**config.mk**
```make
export PLATFORM = sky130hd
export DESIGN_NAME = pipeline_hazard_ctrl_flat
export DESIGN_NICKNAME = d
export VERILOG_FILES = /design/src/rtl/pipe_ctrl_pkg.sv /design/src/rtl/pipeline_hazard_ctrl_if.sv /design/src/rtl/load_use_detect.sv /design/src/rtl/pipeline_hazard_ctrl.sv /design/src/flat_wrapper.sv
export SDC_FILE = /design/constraint.sdc
export NUM_CORES = 1
export LEC_CHECK = 0
export ABC_AREA = 1
export BUFFER_PORTS_ARGS = -buffer_cell sky130_fd_sc_hd__buf_2
export CAP_MARGIN = 0
export CORE_ASPECT_RATIO = 1.75
export CORE_MARGIN = 4
export CORE_UTILIZATION = 31
export DETAILED_ROUTE_END_ITERATION = 16
export PLACE_DENSITY = 0.79
export SLEW_MARGIN = 30
export SYNTH_ARGS = -nofsm -noshare
export SYNTH_HDL_FRONTEND = slang
export SYNTH_SLANG_ARGS = --single-unit
```
**constraint.sdc**
```tcl
create_clock -name clk -period 1.2 [get_ports clk]
set_input_delay 0.06 -clock clk [delete_from_list [all_inputs] [get_ports clk]]
set_output_delay 0.06 -clock clk [all_outputs]
set_load 0.03 [all_outputs]
```
**src/rtl/pipe_ctrl_pkg.sv**
```systemverilog
// pipe_ctrl_pkg: shared types and helpers for the pipeline hazard controller.
package pipe_ctrl_pkg;
  localparam int REG_IDX_W = 5;
  typedef struct packed {
    logic load_pc;
    logic load_if_id;
    logic load_id_ex;
    logic load_ex_mem;
    logic load_mem_wb;
    logic flush_if_id;
    logic flush_id_ex;
    logic flush_ex_mem;
    logic flush_mem_wb;
  } stage_ctrl_t;
  typedef enum logic [1:0] {ADV_NONE, ADV_NORMAL, ADV_BRANCH, ADV_BUBBLE} adv_cause_t;
  localparam stage_ctrl_t RESET_CTRL = stage_ctrl_t'(9'b0_0000_1111);
  function automatic stage_ctrl_t ctrl_of(input adv_cause_t c, input logic rst_active);
    stage_ctrl_t s;
    logic fwd;
    logic go;
    fwd = (c == ADV_NORMAL) || (c == ADV_BRANCH);
    go = c != ADV_NONE;
    s.load_pc = fwd;
    s.load_if_id = fwd;
    s.load_id_ex = go;
    s.load_ex_mem = go;
    s.load_mem_wb = go;
    s.flush_if_id = c == ADV_BRANCH;
    s.flush_id_ex = (c == ADV_BRANCH) || (c == ADV_BUBBLE);
    s.flush_ex_mem = 1'b0;
    s.flush_mem_wb = 1'b0;
    return rst_active ? RESET_CTRL : s;
  endfunction
endpackage

```
**src/rtl/pipeline_hazard_ctrl_if.sv**
```systemverilog
// pipeline_hazard_ctrl_if: instruction/data memory handshake seen by the hazard controller.
interface pipeline_hazard_ctrl_if;
  logic imem_read;
  logic imem_resp;
  logic dmem_req;
  logic dmem_resp;
  modport master (output imem_read, input imem_resp, dmem_req, dmem_resp);
  modport slave (input imem_read, output imem_resp, dmem_req, dmem_resp);
endinterface

```
**src/rtl/load_use_detect.sv**
```systemverilog
// load_use_detect: flags an ID instruction that reads the destination of a load still in EX.
module load_use_detect import pipe_ctrl_pkg::*; (
  input  logic [REG_IDX_W-1:0] id_rs1,
  input  logic [REG_IDX_W-1:0] id_rs2,
  input  logic                 id_use_rs1,
  input  logic                 id_use_rs2,
  input  logic [REG_IDX_W-1:0] ex_rd,
  input  logic                 ex_is_load,
  input  logic                 ex_valid,
  output logic                 load_use
);
  assign load_use = ex_valid & ex_is_load & (ex_rd != '0) &
                    ((id_use_rs1 & (id_rs1 == ex_rd)) | (id_use_rs2 & (id_rs2 == ex_rd)));
endmodule

```
**src/rtl/pipeline_hazard_ctrl.sv**
```systemverilog
// pipeline_hazard_ctrl: stage-register load/flush sequencer with memory-wait, load-use and branch handling.
// Define PIPELINE_PERF_CNT_EN to build the performance counters; otherwise perf_* read 0.
module pipeline_hazard_ctrl import pipe_ctrl_pkg::*; (
  input  logic                 clk,
  input  logic                 reset_n,
  pipeline_hazard_ctrl_if.master mem,
  input  logic [REG_IDX_W-1:0] id_rs1,
  input  logic [REG_IDX_W-1:0] id_rs2,
  input  logic                 id_use_rs1,
  input  logic                 id_use_rs2,
  input  logic [REG_IDX_W-1:0] ex_rd,
  input  logic                 ex_is_load,
  input  logic                 ex_valid,
  input  logic                 br_taken,
  output logic                 load_pc,
  output logic                 load_if_id,
  output logic                 load_id_ex,
  output logic                 load_ex_mem,
  output logic                 load_mem_wb,
  output logic                 flush_if_id,
  output logic                 flush_id_ex,
  output logic                 flush_ex_mem,
  output logic                 flush_mem_wb,
  output logic [31:0]          perf_cycles,
  output logic [31:0]          perf_stalls,
  output logic [31:0]          perf_bubbles,
  output logic [31:0]          perf_flushes
);
  logic fetch_done, dmem_done, imem_ok, dmem_ok, advance, load_use;
  adv_cause_t cause;
  stage_ctrl_t ctrl;
  load_use_detect u_lud (
    .id_rs1(id_rs1), .id_rs2(id_rs2), .id_use_rs1(id_use_rs1), .id_use_rs2(id_use_rs2),
    .ex_rd(ex_rd), .ex_is_load(ex_is_load), .ex_valid(ex_valid), .load_use(load_use)
  );
  assign imem_ok = mem.imem_resp | fetch_done;
  assign dmem_ok = !mem.dmem_req | mem.dmem_resp | dmem_done;
  assign advance = imem_ok & dmem_ok;
  assign mem.imem_read = reset_n & !fetch_done;
  // A taken branch outranks load-use: the dependent ID instruction is on the wrong path.
  always_comb begin
    cause = !advance ? ADV_NONE : br_taken ? ADV_BRANCH : load_use ? ADV_BUBBLE : ADV_NORMAL;
    ctrl = ctrl_of(cause, !reset_n);
  end
  assign {load_pc, load_if_id, load_id_ex, load_ex_mem, load_mem_wb,
          flush_if_id, flush_id_ex, flush_ex_mem, flush_mem_wb} = ctrl;
  always_ff @(posedge clk or negedge reset_n)
    if (!reset_n) begin
      fetch_done <= 1'b0;
      dmem_done <= 1'b0;
    end else begin
      fetch_done <= !advance & (fetch_done | mem.imem_resp);
      dmem_done <= !advance & (dmem_done | mem.dmem_resp);
    end
`ifdef PIPELINE_PERF_CNT_EN
  logic [31:0] cyc_q, stl_q, bub_q, fls_q;
  always_ff @(posedge clk or negedge reset_n)
    if (!reset_n) begin
      cyc_q <= '0;
      stl_q <= '0;
      bub_q <= '0;
      fls_q <= '0;
    end else begin
      cyc_q <= cyc_q + 32'd1;
      stl_q <= stl_q + 32'(cause == ADV_NONE);
      bub_q <= bub_q + 32'(cause == ADV_BUBBLE);
      fls_q <= fls_q + 32'(cause == ADV_BRANCH);
    end
  assign perf_cycles = cyc_q;
  assign perf_stalls = stl_q;
  assign perf_bubbles = bub_q;
  assign perf_flushes = fls_q;
`else
  assign perf_cycles = '0;
  assign perf_stalls = '0;
  assign perf_bubbles = '0;
  assign perf_flushes = '0;
`endif
endmodule

```
**src/flat_wrapper.sv**
```systemverilog
// flat-port wrapper written by rule: the top's interface ports become plain ports
module pipeline_hazard_ctrl_flat import pipe_ctrl_pkg::*;
  (clk, reset_n, id_rs1, id_rs2, id_use_rs1, id_use_rs2, ex_rd, ex_is_load, ex_valid, br_taken, load_pc, load_if_id, load_id_ex, load_ex_mem, load_mem_wb, flush_if_id, flush_id_ex, flush_ex_mem, flush_mem_wb, perf_cycles, perf_stalls, perf_bubbles, perf_flushes, mem_imem_read, mem_imem_resp, mem_dmem_req, mem_dmem_resp);
  pipeline_hazard_ctrl_if mem_i ();
  input  logic clk;
  input  logic reset_n;
  input  logic [REG_IDX_W-1:0] id_rs1;
  input  logic [REG_IDX_W-1:0] id_rs2;
  input  logic id_use_rs1;
  input  logic id_use_rs2;
  input  logic [REG_IDX_W-1:0] ex_rd;
  input  logic ex_is_load;
  input  logic ex_valid;
  input  logic br_taken;
  output logic load_pc;
  output logic load_if_id;
  output logic load_id_ex;
  output logic load_ex_mem;
  output logic load_mem_wb;
  output logic flush_if_id;
  output logic flush_id_ex;
  output logic flush_ex_mem;
  output logic flush_mem_wb;
  output logic [31:0] perf_cycles;
  output logic [31:0] perf_stalls;
  output logic [31:0] perf_bubbles;
  output logic [31:0] perf_flushes;
  output wire logic [$bits(mem_i.imem_read)-1:0] mem_imem_read;
  input wire logic [$bits(mem_i.imem_resp)-1:0] mem_imem_resp;
  input wire logic [$bits(mem_i.dmem_req)-1:0] mem_dmem_req;
  input wire logic [$bits(mem_i.dmem_resp)-1:0] mem_dmem_resp;
  assign mem_imem_read = mem_i.imem_read;
  assign mem_i.imem_resp = mem_imem_resp;
  assign mem_i.dmem_req = mem_dmem_req;
  assign mem_i.dmem_resp = mem_dmem_resp;
  pipeline_hazard_ctrl u_core (.clk(clk), .reset_n(reset_n), .mem(mem_i), .id_rs1(id_rs1), .id_rs2(id_rs2), .id_use_rs1(id_use_rs1), .id_use_rs2(id_use_rs2), .ex_rd(ex_rd), .ex_is_load(ex_is_load), .ex_valid(ex_valid), .br_taken(br_taken), .load_pc(load_pc), .load_if_id(load_if_id), .load_id_ex(load_id_ex), .load_ex_mem(load_ex_mem), .load_mem_wb(load_mem_wb), .flush_if_id(flush_if_id), .flush_id_ex(flush_id_ex), .flush_ex_mem(flush_ex_mem), .flush_mem_wb(flush_mem_wb), .perf_cycles(perf_cycles), .perf_stalls(perf_stalls), .perf_bubbles(perf_bubbles), .perf_flushes(perf_flushes));
endmodule
```
==> Word-level counts from Yosys, hierarchy flattened <==
Cells that the tools add are included.
{ "classes": {"n_addsub": 0, "n_mul": 0, "n_div": 0, "magnitude_cmp": 0, "n_eq_ne": 5, "shifts": 0, "n_mux": 4, "n_bitwise": 14, "n_reduce_logical": 7} }
{ "ops": {"columns": ["op", "n"], "rows": [
  ["== test 5 bit", 2],
  ["AND 1 bit", 9],
  ["2-to-1 mux 9 bit", 1],
  ["2-to-1 mux 2 bit", 3],
  ["OR 1 bit", 5],
  ["nonzero test 5 bit", 1],
  ["== test 2 bit, second input constant", 2],
  ["logical NOT 1 bit", 3],
  ["== test 2 x 1 -> 1 bit, second input constant", 1],
  ["logical OR 1 bit", 2],
  ["nonzero test 2 bit", 1]
]} }
{ "word_totals": {"reg_bits": 2, "latchBits": 0, "mem_bits_rw": 0, "mem_bits_ro": 0, "out_inout_bits": 138, "word_cells": 32, "n_memories": 0} }

==> Longest topological paths before layout <==
Gate-level depths: netlist of the first run.
{ "logic_depth": {"word_depth": 10, "depth_mapped": 12, "depth_no_buf": 11} }

==> Cells and area by module <==
Synthesis of the first run repeated with hierarchy kept, for this count alone.
{ "hier_totals": {"hier_cells": 214, "hier_area_um2": 1403.8} }
{ "by_module_without_submodules": {"columns": ["mod", "instances", "cells_per_inst", "area_per_inst_um2", "seq_area_each_um2"], "rows": [
  ["pipeline_hazard_ctrl", 1, 159, 1186.1, 50.0],
  ["load_use_detect", 1, 55, 217.7, 0.0]
]} }

==> Least setup slack after synthesis of the first run <==
No wires, ideal clock.
{ "synth_path": {"path_kind": "reg2out", "start": "register u_core.fetch_done", "end": "output load_id_ex", "t_arrival_ns": 1.688, "required_ns": 1.140, "slack_ns": -0.548, "path_stages_with_launch": 9, "path_buffers": 1, "path_cell_list": "dfrtp_1 nor2_2 inv_2 nand2_1 nor3_2 a21oi_1 ha_1 nor2_1 buf_4"} }
{ "synth_via": {"elab_chain_len": 5} }
{ "synth_lines": {"columns": ["element", "line", "rtl"], "rows": [
  ["start, declared", "pipeline_hazard_ctrl.sv:29", "logic fetch_done, dmem_done, imem_ok, dmem_ok, advance, load_use;"],
  ["start signal, assigned", "pipeline_hazard_ctrl.sv:52", "fetch_done <= !advance & (fetch_done | mem.imem_resp);"],
  ["OR 1 bit", "pipeline_hazard_ctrl.sv:36", "assign imem_ok = mem.imem_resp | fetch_done;"],
  ["AND 1 bit", "pipeline_hazard_ctrl.sv:38", "assign advance = imem_ok & dmem_ok;"],
  ["2-to-1 mux 2 bit", "pipeline_hazard_ctrl.sv:42", "cause = !advance ? ADV_NONE : br_taken ? ADV_BRANCH : load_use ? ADV_BUBBLE : ADV_NORMAL;"],
  ["nonzero test 2 bit", "pipe_ctrl_pkg.sv:22", "go = c != ADV_NONE;"],
  ["2-to-1 mux 9 bit", "pipe_ctrl_pkg.sv:32", "return rst_active ? RESET_CTRL : s;"],
  ["end, declared", "flat_wrapper.sv:17", "output logic load_id_ex;"]
]} }
Every way passes these cells.

==> Worst setup path after layout of the first run <==
{ "layout_path": {"start": "register u_core.fetch_done", "end": "output flush_id_ex"} }
{ "layout_via": {"elab_chain_len": 6, "word_cells_on_any_way": 7, "classes_between": "eq/ne (2); mux (2); bitwise (2); reduce/logical (1)"} }
{ "layout_lines": {"columns": ["element", "line", "rtl"], "rows": [
  ["OR 1 bit *", "pipeline_hazard_ctrl.sv:36", null],
  ["AND 1 bit *", "pipeline_hazard_ctrl.sv:38", null],
  ["2-to-1 mux 2 bit *", "pipeline_hazard_ctrl.sv:42", null],
  ["== test 2 bit", "pipe_ctrl_pkg.sv:29", "s.flush_id_ex = (c == ADV_BRANCH) || (c == ADV_BUBBLE);"],
  ["logical OR 1 bit *", "pipe_ctrl_pkg.sv:29", null],
  ["2-to-1 mux 9 bit *", "pipe_ctrl_pkg.sv:32", null],
  ["end, declared", "flat_wrapper.sv:21", "output logic flush_id_ex;"]
]} }
Every way passes the cells marked *; elsewhere a longest branch is shown, timed or not.

==> out/qor.txt, run 1 <==
status -> finished with violations
failing checks -> negative setup slack
FF-to-FF setup slack -> 270 ps
first-pass GRT wire length -> 3015 um
crit path launch type -> register
final worst setup slack -> -446.4 ps
critical path type -> reg2out
most numerous cell in the Yosys netlist -> buf_4
WP data required -> 1140 ps
Worst Path Max Fanout -> 3
RR Endpoint -> u_core.dmem_done
final instance area -> 1269 um^2
routed wl met3 -> 577 um
Post-synth EDFFs -> 0
Cell Area, Synth -> 1401 um^2
worst-skew pair later-pin latency -> 210 ps
TritonCTS buffer count -> 3
Netlist cell types -> 15
CP Capture Type -> primary output
Met2 Routed Length -> 1273 um
multi-input logic area -> 780.7 um^2
CTS Buffer Depth -> 2
critical path endpoint -> flush_id_ex
Filler cells -> 497
Syn Area/Cell -> 6.488 um^2
drt via density -> 3.102
I/O Buffers -> 34
vias -> 946
Final setup viols -> 7
Synth top area share -> 70.71%
Post-synth top cells -> 132 x buf_4, 35 x nand2_1, 13 x inv_1
Area after DPL -> 1144 um^2
share of cells above drive strength 1 -> 24.02%
Worst R2R Start -> u_core.dmem_done
top cells by area, synth -> buf_4 71%, nand2_1 9.4%, dfrtp_1 3.6%
DR pass1 iterations -> 4
cell count after synthesis -> 216
DRT Wirelength -> 2490 um
DIE WIDTH -> 58.83 um
vias in the first global route -> 692
minimum clock period after layout -> 1646 ps
total track usage -> 7.011%
Reg2Reg Depth -> 5
Min Hold Slack -> 135.5 ps
Die Area -> 5703 um^2
DR WL/cell -> 8.164 um
Leak -> 0.9034 nW
Ant. Diodes -> 0
Synth area leader -> buf_4
gpl congestion -> 0.6487
initial core utilization -> 31.82%
CTS tree -> built
antenna-violating nets left -> 0
total gr overflow -> 0
Max Used Layer -> met4
register area -> 50.05 um^2
sequential cell area fraction in the yosys report -> 3.571%
die height -> 96.94 um
total I/O pin count -> 163
area grow syn2layout -> -9.464%
clock slew seen by the registers of the worst setup and hold paths -> 30 ps
worst hold path type -> in2reg
Starting DRT DRC Count -> 28
Max VDD drop -> 452.2 uV
nets -> 283
core area -> 4404 um^2
Final Hold Viols -> 0
CTS root buf -> clkbuf_8
Rows -> 32
HPWL Detailed -> 2216 um
crit path launch -> u_core.fetch_done
largest net degree at the start of global routing -> 5
ratio of final minimum period to clock period -> 137.2%
DRC -> 0
Peak Freq -> 0.6074 GHz
Final Skew -> 0.9890 ps
Syn. warnings -> 0
H-tree Lvls -> 1
routed metal-1 wirelength -> 613 um
initial antenna violation count -> 0
Max Transition Viols Final -> 0
unrepaired setup endpoints after global routing -> true
WP data arrival -> 1590 ps
Post-synth top flop -> dfrtp_1
total of max-cap violations -> 0
clock sinks -> 2
synthesized flop and latch total -> 2
pre-CTS worst setup slack -> -213.4 ps
pwr/cell area -> 911.6 nW/um^2
Synth async-reset ratio -> 100.0%
-- where the power goes --
group | total [mW] | switching (mW) | leakage (nW) | internal (mW)
registers | 0.0746 | 0.00254 | 0.0263 | 0.0720
clock network | 0.262 | 0.0501 | 0.0216 | 0.212
logic | 0.820 | 0.694 | 0.856 | 0.126
-- registers in the layout, summed over array words and instances, names as in the netlist --
name	count
u_core.fetch_done	1
u_core.dmem_done	1
-- cells in the final DEF, fill, tap and decap left out --
cell type      instances
inv_2                  7
ha_2                   1
nand2_1               34
nand3_1                3
a21oi_1                1
buf_2                 27
buf_6                  7
nor2_2                 4
clkbuf_8               3
conb_1               128
or2_4                  1
nand2_2                3
dlygate4sd3_1          1
ha_1                   1
inv_1                 12
nor2_1                11
dfrtp_1                2
nand3_2                1
nor3_2                 1
buf_4                  5
nor2_4                 1
-- critical path, stage by stage, from the launching register on --
cell and delay (ps):
dfrtp_1 390, nor2_2 130, inv_2 70, nand2_2 90
nor3_2 50, nand2_1 60, nand2_1 50, ha_1 180
or2_4 230, buf_6 140
-- through the flow --
| stage | power (mW) | instances | utilization [%] | setup TNS, ps |
|---|---|---|---|---|
| 6_report | 1.157 | 305 | 28.81 | -2446 |
| 3_5_place_dp | 0.8392 | 297 | 25.97 | -1053 |
| 2_1_floorplan | 1.086 | 343 | - | -659.6 |
| 3_3_place_gp | 0.8338 | 297 | 25.97 | -856.5 |
| 4_1_cts | 1.150 | 305 | 28.72 | -2252 |
| 5_1_grt | 1.226 | 305 | 28.81 | -2933 |
-- per-layer routing --
metal | vias up | track usage, %
li1 | 451 | -
met3 | 2 | 1.335
met5 | - | 0
met4 | 0 | 4.188
met2 | 110 | 13.97
met1 | 383 | 5.712
-- area by class of cell --
class                           count  area share, %
Multi-Input combinational cell    190          61.54
Timing Repair Buffer               40          20.61
Inverter                           19          5.621
Tap cell                           51          5.030
Sequential cell                     2          3.945
Clock buffer                        3          3.254
-- timing repair --
item | CTS | global route
hold buffers | 1 | 0
resized for setup | 13 | 1
setup buffers | 4 | 0
pin swaps | 0 | 1
setup endpoints to repair | 7 | 7
hold endpoints to repair | 2 | 0
-- cells by family (layout without fill, tap and decap cells) --
kind of cell,after synthesis,count (layout),share of synthesized area (%)
flops,2,2,3.572
fa+ha+maj,2,2,1.785
simple gates,59,59,18.21
compound gates,1,1,0.3568
buf+inv,151,62,75.80
other cells,1,128,0.2676
-- worst min-delay path by stage --
stage / end / startpoint / cells past startpoint
2_1_floorplan: u_core.dmem_done / reset_n / 0
3_3_place_gp: u_core.dmem_done / reset_n / 1
3_5_place_dp: u_core.fetch_done / reset_n / 1
4_1_cts: u_core.fetch_done / mem_imem_resp / 3
5_1_grt: u_core.fetch_done / mem_imem_resp / 3
6_report: u_core.fetch_done / mem_imem_resp / 3
No activity file was read; power rests on OpenSTA's default activity.
==> run 2, diff against run 1 <==
--- a/config.mk
+++ b/config.mk
@@ -12,7 +12,7 @@
 export CORE_MARGIN = 4
 export CORE_UTILIZATION = 31
 export DETAILED_ROUTE_END_ITERATION = 16
-export PLACE_DENSITY = 0.79
+export PLACE_DENSITY_LB_ADDON = 0.15
 export SLEW_MARGIN = 30
 export SYNTH_ARGS = -nofsm -noshare
 export SYNTH_HDL_FRONTEND = slang
==> run 2 against run 1 <==
The run still ends with negative setup slack left. Critical path depth unchanged. Hold slack better by 21 ps. Global-route usage down 0.57 points. Clock skew about the same. Via count down 3.4%. Routed wire length down 4.6%. Sequential cell count unchanged. Final area up 0.89%. Non-clock buffer count unchanged. Critical path type unchanged.
==> out/qor.txt, run 2 (synthesis results as in run 1) <==
status -> finished with violations
failing checks -> negative setup slack
Worst path max stage delay -> 360 ps (-30 ps)
final worst setup slack -> -417.3 ps (+29.09 ps)
Peak Freq -> 0.6183 GHz (+1.8%)
FF-to-FF setup slack -> 360 ps (+90 ps)
area grow syn2layout -> -8.661%
CTS root buf -> clkbuf_8
PnR Total Power -> 1.155 mW (-0.18%)
core area -> 4404 um^2 (unchanged)
I/O Buffers -> 34 (unchanged)
Max Transition Viols Final -> 0 (unchanged)
unrepaired setup endpoints after global routing -> true
pwr/cell area -> 902.0 nW/um^2 (-1.1%)
Area after DPL -> 1166 um^2 (+2.0%)
drt via density -> 2.997 (-3.4%)
Placed Cells incl. Taps -> 300 (+1.0%)
final instance area -> 1280 um^2 (+0.89%)
H-tree Lvls -> 1 (unchanged)
Ant. Diodes -> 0 (unchanged)
DR pass1 iterations -> 4 (unchanged)
die height -> 96.94 um (unchanged)
most frequent cells in the layout -> 128 x conb_1, 34 x nand2_1, 27 x buf_2
commonest non-fill, non-tap cell in the layout -> conb_1
Starting DRT DRC Count -> 15 (-46%)
largest net degree at the start of global routing -> 5 (unchanged)
antenna-violating nets left -> 0 (unchanged)
DRT Wirelength -> 2376 um (-4.6%)
switching share of power -> 64.40% (-0.17 points)
TritonCTS buffer count -> 3 (unchanged)
Comb power frac -> 71.3% (+0.4 points)
Slowest-stage cell, CP -> dfrtp_1
pre-CTS worst setup slack -> -251.2 ps (-37.76 ps)
CP Capture Type -> primary output
vias in the first global route -> 701 (+1.3%)
Die Area -> 5703 um^2 (unchanged)
total of max-cap violations -> 0 (unchanged)
part of the power in the clock network -> 22.3% (-0.3 points)
worst-skew pair later-pin latency -> 210 ps (about the same)
WP data required -> 1140 ps (about the same)
critical-path cell list -> nor2_2, nand2_2, nand2_4, nor3_4, nand2_1, nand2_1, ha_1, or2_4, buf_6
total I/O pin count -> 163 (unchanged)
total gr overflow -> 0 (unchanged)
internal power -> 0.4110 mW (+0.29%)
worst hold path type -> in2reg
Rows -> 32 (unchanged)
share of cells above drive strength 1 -> 24.02% (unchanged)
total track usage -> 6.437% (-0.57 points)
clock slew seen by the registers of the worst setup and hold paths -> 30 ps (about the same)
critical path type -> reg2out
DRC -> 0 (unchanged)
Final setup viols -> 7 (unchanged)
CP top delay family -> simple AND/OR/NAND/NOR gates
CTS Buffer Depth -> 2 (unchanged)
initial core utilization -> 31.82% (unchanged)
Flop pwr share -> 6.4% (about the same)
DIE WIDTH -> 58.83 um (unchanged)
initial antenna violation count -> 0 (unchanged)
Final Skew -> 0.5357 ps (-0.4533 ps)
nets -> 283 (unchanged)
CP most frequent cell -> nand2_1
HPWL Detailed -> 2246 um (+1.3%)
Max VDD drop -> 641.3 uV (+42%)
CTS tree -> built
minimum clock period after layout -> 1617 ps (-29.09 ps)
first-pass GRT wire length -> 2904 um (-3.7%)
WP data arrival -> 1560 ps (-30 ps)
crit path launch type -> register
Net Switching -> 0.7436 mW (-0.44%)
DR WL/cell -> 7.790 um (-4.6%)
CP bufs+invs -> 1 (-1)
clock sinks -> 2 (unchanged)
post-route insts no fill -> 305 (unchanged)
Final Hold Viols -> 0 (unchanged)
ratio of final minimum period to clock period -> 134.8% (-2.4 points)
Leak -> 0.9076 nW (+0.46%)
gpl congestion -> 0.7384 (+14%)
Min Hold Slack -> 156.3 ps (+20.78 ps)
Sum Neg Setup Slack -> -2329 ps (+116.9 ps)
biggest regs -> u_core.dmem_done: 1 flops, u_core.fetch_done: 1 flops
vias -> 914 (-3.4%)
Worst Path Max Fanout -> 3 (unchanged)
final core occ -> 29.06% (+0.26 points)
-- run 2: cell counts in the layout (fill, tap and decap cells not counted) --
Identical to the previous run, type by type.
-- run 2: timing repair --
item / in CTS / in global routing
hold endpoints to repair: 2 / 0
hold buffers: 1 / 0
endpoints found under the setup margin: 7 / 7
resized for setup: 14 / 2
pin swaps: 1 / 1
setup buffers: 1 / 0
-- run 2: layout make-up --
type / count / area, um^2
Inverter: 19 / 71.32
Clock buffer: 3 / 41.29
Sequential cell: 2 / 50.05
Multi-Input combinational cell: 190 / 792.0
Fill cell: 520 / 3124
Timing Repair Buffer: 40 / 261.5
Tap cell: 51 / 63.81
-- run 2: power groups by stage --
| stage | clock network [mW] | registers (mW) | logic, mW |
|---|---|---|---|
| 2_1_floorplan | 0 | 0.0744 | 1.01 |
| 6_report | 0.258 | 0.0740 | 0.823 |
| 3_3_place_gp | 0 | 0.0746 | 0.776 |
| 3_5_place_dp | 0 | 0.0747 | 0.776 |
| 4_1_cts | 0.266 | 0.0740 | 0.810 |
| 5_1_grt | 0.274 | 0.0741 | 0.874 |
-- run 2: routing by layer --
layer	vias up	global-route usage (%)	wire length [um]	share of wire (%)
met4	0	2.618	0	0
met5	-	0	0	0
met3	0	1.602	468	20
li1	453	-	-	-
met2	90	12.95	1310	55
met1	371	5.471	597	25
-- run 2: worst paths after layout --
kind / cells past startpoint / start / endpoint
worst max-delay path: 9 / u_core.dmem_done / flush_id_ex
min in group asynchronous: 2 / reset_n / u_core.fetch_done
worst min register to register: 3 / u_core.dmem_done / u_core.fetch_done
worst max register to register: 4 / u_core.fetch_done / u_core.dmem_done
max in group asynchronous: 2 / reset_n / u_core.dmem_done
worst min-delay path: 3 / mem_dmem_req / u_core.fetch_done
-- run 2: worst reg2reg max path: cells and delay by family (launching register included) --
family / cells / cell delay (ps)
simple gates: 2 / 200
flops: 1 / 370
buf+inv: 2 / 200
==> run 3, diff against run 2 <==
--- a/config.mk
+++ b/config.mk
@@ -5,15 +5,16 @@
 export SDC_FILE = /design/constraint.sdc
 export NUM_CORES = 1
 export LEC_CHECK = 0
-export ABC_AREA = 1
 export BUFFER_PORTS_ARGS = -buffer_cell sky130_fd_sc_hd__buf_2
 export CAP_MARGIN = 0
 export CORE_ASPECT_RATIO = 1.75
 export CORE_MARGIN = 4
-export CORE_UTILIZATION = 31
+export CORE_UTILIZATION = 30
 export DETAILED_ROUTE_END_ITERATION = 16
 export PLACE_DENSITY_LB_ADDON = 0.15
+export SETUP_SLACK_MARGIN = 0.4
 export SLEW_MARGIN = 30
 export SYNTH_ARGS = -nofsm -noshare
 export SYNTH_HDL_FRONTEND = slang
+export SYNTH_HIERARCHICAL = 1
 export SYNTH_SLANG_ARGS = --single-unit
==> run 3 against run 2 <==
The run still ends with negative setup slack left. Fmax decreased by 11%. Synthesized area down 7.0%. Global-route usage decreased by 0.54 points. Largest cell class unchanged. Total power increased by 1.3%. Critical path type is now in2out. Final cell count is 15% lower. Clock skew hardly changed. Clock-buffer cell count unchanged. Hold slack worse by 49 ps. Die area is 3.4% lower.
==> out/qor.txt, run 3 <==
status -> finished with violations
failing checks -> negative setup slack
top cells by area, synth -> buf_4 76%, xor2_1 5.4%, dfrtp_1 3.8%
total I/O pin count -> 163 (unchanged)
WP data required -> 1140 ps (about the same)
Starting DRT DRC Count -> 2 (-13)
total of max-cap violations -> 0 (unchanged)
Final setup viols -> 7 (unchanged)
Min Hold Slack -> 107.5 ps (-48.80 ps)
pwr/cell area -> 900.2 nW/um^2 (-0.20%)
area grow syn2layout -> -0.3835%
ratio of final minimum period to clock period -> 152.1% (+17 points)
vias -> 774 (-15%)
Post-synth EDFFs -> 0 (unchanged)
Filler cells -> 457 (-12%)
antenna-violating nets left -> 0 (unchanged)
CTS tree -> built
crit path launch type -> input pin
CP Capture Type -> primary output
Worst Path Max Fanout -> 3 (unchanged)
Post-synth top flop -> dfrtp_1
die height -> 95.21 um (-1.8%)
Final Skew -> 0.1137 ps (-0.4220 ps)
Leak -> 0.7850 nW (-14%)
Final Hold Viols -> 0 (unchanged)
clock sinks -> 2 (unchanged)
CTS root buf -> clkbuf_8
Syn Area/Cell -> 7.669 um^2 (+18%)
DRC -> 0 (unchanged)
HPWL Detailed -> 2076 um (-7.6%)
critical path type -> in2out
gpl congestion -> 0.6661 (-9.8%)
nets -> 240 (-15%)
Rows -> 31 (-3.1%)
largest net degree at the start of global routing -> 7 (+2)
Synth area leader -> buf_4
CTS Buffer Depth -> 2 (unchanged)
H-tree Lvls -> 1 (unchanged)
I/O Buffers -> 34 (unchanged)
cell count after synthesis -> 170 (-21%)
initial core utilization -> 31.12% (-0.70 points)
Peak Freq -> 0.5478 GHz (-11%)
total track usage -> 5.894% (-0.54 points)
DR pass1 iterations -> 3 (-1)
DR WL/cell -> 8.680 um (+11%)
Max VDD drop -> 329.9 uV (-49%)
vias in the first global route -> 561 (-20%)
final worst setup slack -> -625.6 ps (-208.3 ps)
Ant. Diodes -> 0 (unchanged)
Cell Area, Synth -> 1304 um^2 (-7.0%)
Syn. warnings -> 6 (+6)
most frequent cells in the layout -> 128 x conb_1, 21 x buf_2, 12 x buf_6
worst hold path type -> in2reg
Max Transition Viols Final -> 0 (unchanged)
unrepaired setup endpoints after global routing -> true
minimum clock period after layout -> 1826 ps (+208.3 ps)
first-pass GRT wire length -> 2415 um (-17%)
DIE WIDTH -> 57.84 um (-1.7%)
Post-synth top cells -> 132 x buf_4, 8 x xor2_1, 4 x nor2_1
Die Area -> 5506 um^2 (-3.4%)
most numerous cell in the Yosys netlist -> buf_4
Synth async-reset ratio -> 100.0% (unchanged)
worst-skew pair later-pin latency -> 210 ps (about the same)
Synth top area share -> 76.01% (+5.3 points)
pre-CTS worst setup slack -> -717.9 ps (-466.7 ps)
total gr overflow -> 0 (unchanged)
DRT Wirelength -> 2248 um (-5.4%)
WP data arrival -> 1770 ps (+210 ps)
sequential cell area fraction in the yosys report -> 3.839% (+0.27 points)
core area -> 4189 um^2 (-4.9%)
Netlist cell types -> 21 (+6)
clock slew seen by the registers of the worst setup and hold paths -> 30 ps (about the same)
commonest non-fill, non-tap cell in the layout -> conb_1
drt via density -> 2.988 (-0.28%)
biggest regs -> u_core/dmem_done: 1 flops, u_core/fetch_done: 1 flops
initial antenna violation count -> 0 (unchanged)
share of cells above drive strength 1 -> 30.00% (+6.0 points)
TritonCTS buffer count -> 3 (unchanged)
synthesized flop and latch total -> 2 (unchanged)
-- run 3: repair_timing --
item / 4_1_cts / 5_1_grt
gates resized for setup: 27 / 12
endpoints found under the setup margin: 10 / 10
pin swaps: 15 / 3
buffers inserted: 1 / 3
hold buffers: 1 / 0
hold endpoints to repair: 2 / 0
-- run 3: final cells by class --
type                            count  area (um^2)  area share, %
Clock buffer                        3        41.29          3.179
Inverter                            1        3.754         0.2890
Multi-Input combinational cell    162        824.5          63.49
Sequential cell                     2        50.05          3.854
Tap cell                           49        61.31          4.721
Timing Repair Buffer               42        317.8          24.47
-- run 3: report_power, final --
part / total (mW) / internal (mW) / switching, mW
Combinational: 0.832 / 0.152 / 0.680
Clock: 0.261 / 0.212 / 0.0494
Sequential: 0.0761 / 0.0721 / 0.00409
Total: 1.17 / 0.436 / 0.733
-- run 3: critical path: stages --
cell      delay [ps]
buf_8            100
or4_4            520
o211ai_2         160
a21oi_2           50
nor2_2           130
nor3_2            70
ha_2             180
nand2b_4         130
or2_4            220
buf_6            140
-- run 3: final timing paths --
kind	end	startpoint	cells after the start	slack [ps]
hold / removal	u_core/dmem_done	mem_dmem_resp	2	110
setup reg to reg	u_core/fetch_done	u_core/dmem_done	2	280
min in group asynchronous	u_core/dmem_done	reset_n	2	280
max in group asynchronous	u_core/fetch_done	reset_n	2	790
setup / recovery	flush_id_ex	ex_rd[1]	10	-630
hold reg to reg	u_core/dmem_done	u_core/dmem_done	1	540
-- run 3: logic make-up after synthesis --
group	Yosys count	share of synthesized area, %
buffers and inverters	133	76.30
AND/OR/NAND/NOR	18	8.062
XOR/XNOR	10	6.718
AO/OA/AOI/OAI	3	1.919
adder cells (fa/ha/maj)	3	2.879
flip-flops	2	3.839
other	1	0.2876
-- run 3: metrics by stage --
step                utilization, %  instance area [um^2]  TNS (ps)  cells  power (mW)
finish                       31.00                  1299     -3877    259       1.169
global route                 31.00                  1299     -4972    259       1.230
CTS                          29.21                  1224     -4376    256       1.141
detailed placement           25.60                  1072     -4736    251      0.8218
global placement             25.60                  1072     -5011    251      0.8223
floorplan                        -                  1821     -2522    297       1.065
-- run 3: metal layers --
layer  up-vias  global-route usage, %  part of all wire (%)
met5         -                      0                     0
met4         0                  3.482                     0
met3         0                  1.220                    19
met2        97                  11.89                    59
met1       333                  5.020                    21
li1        344                      -                     -
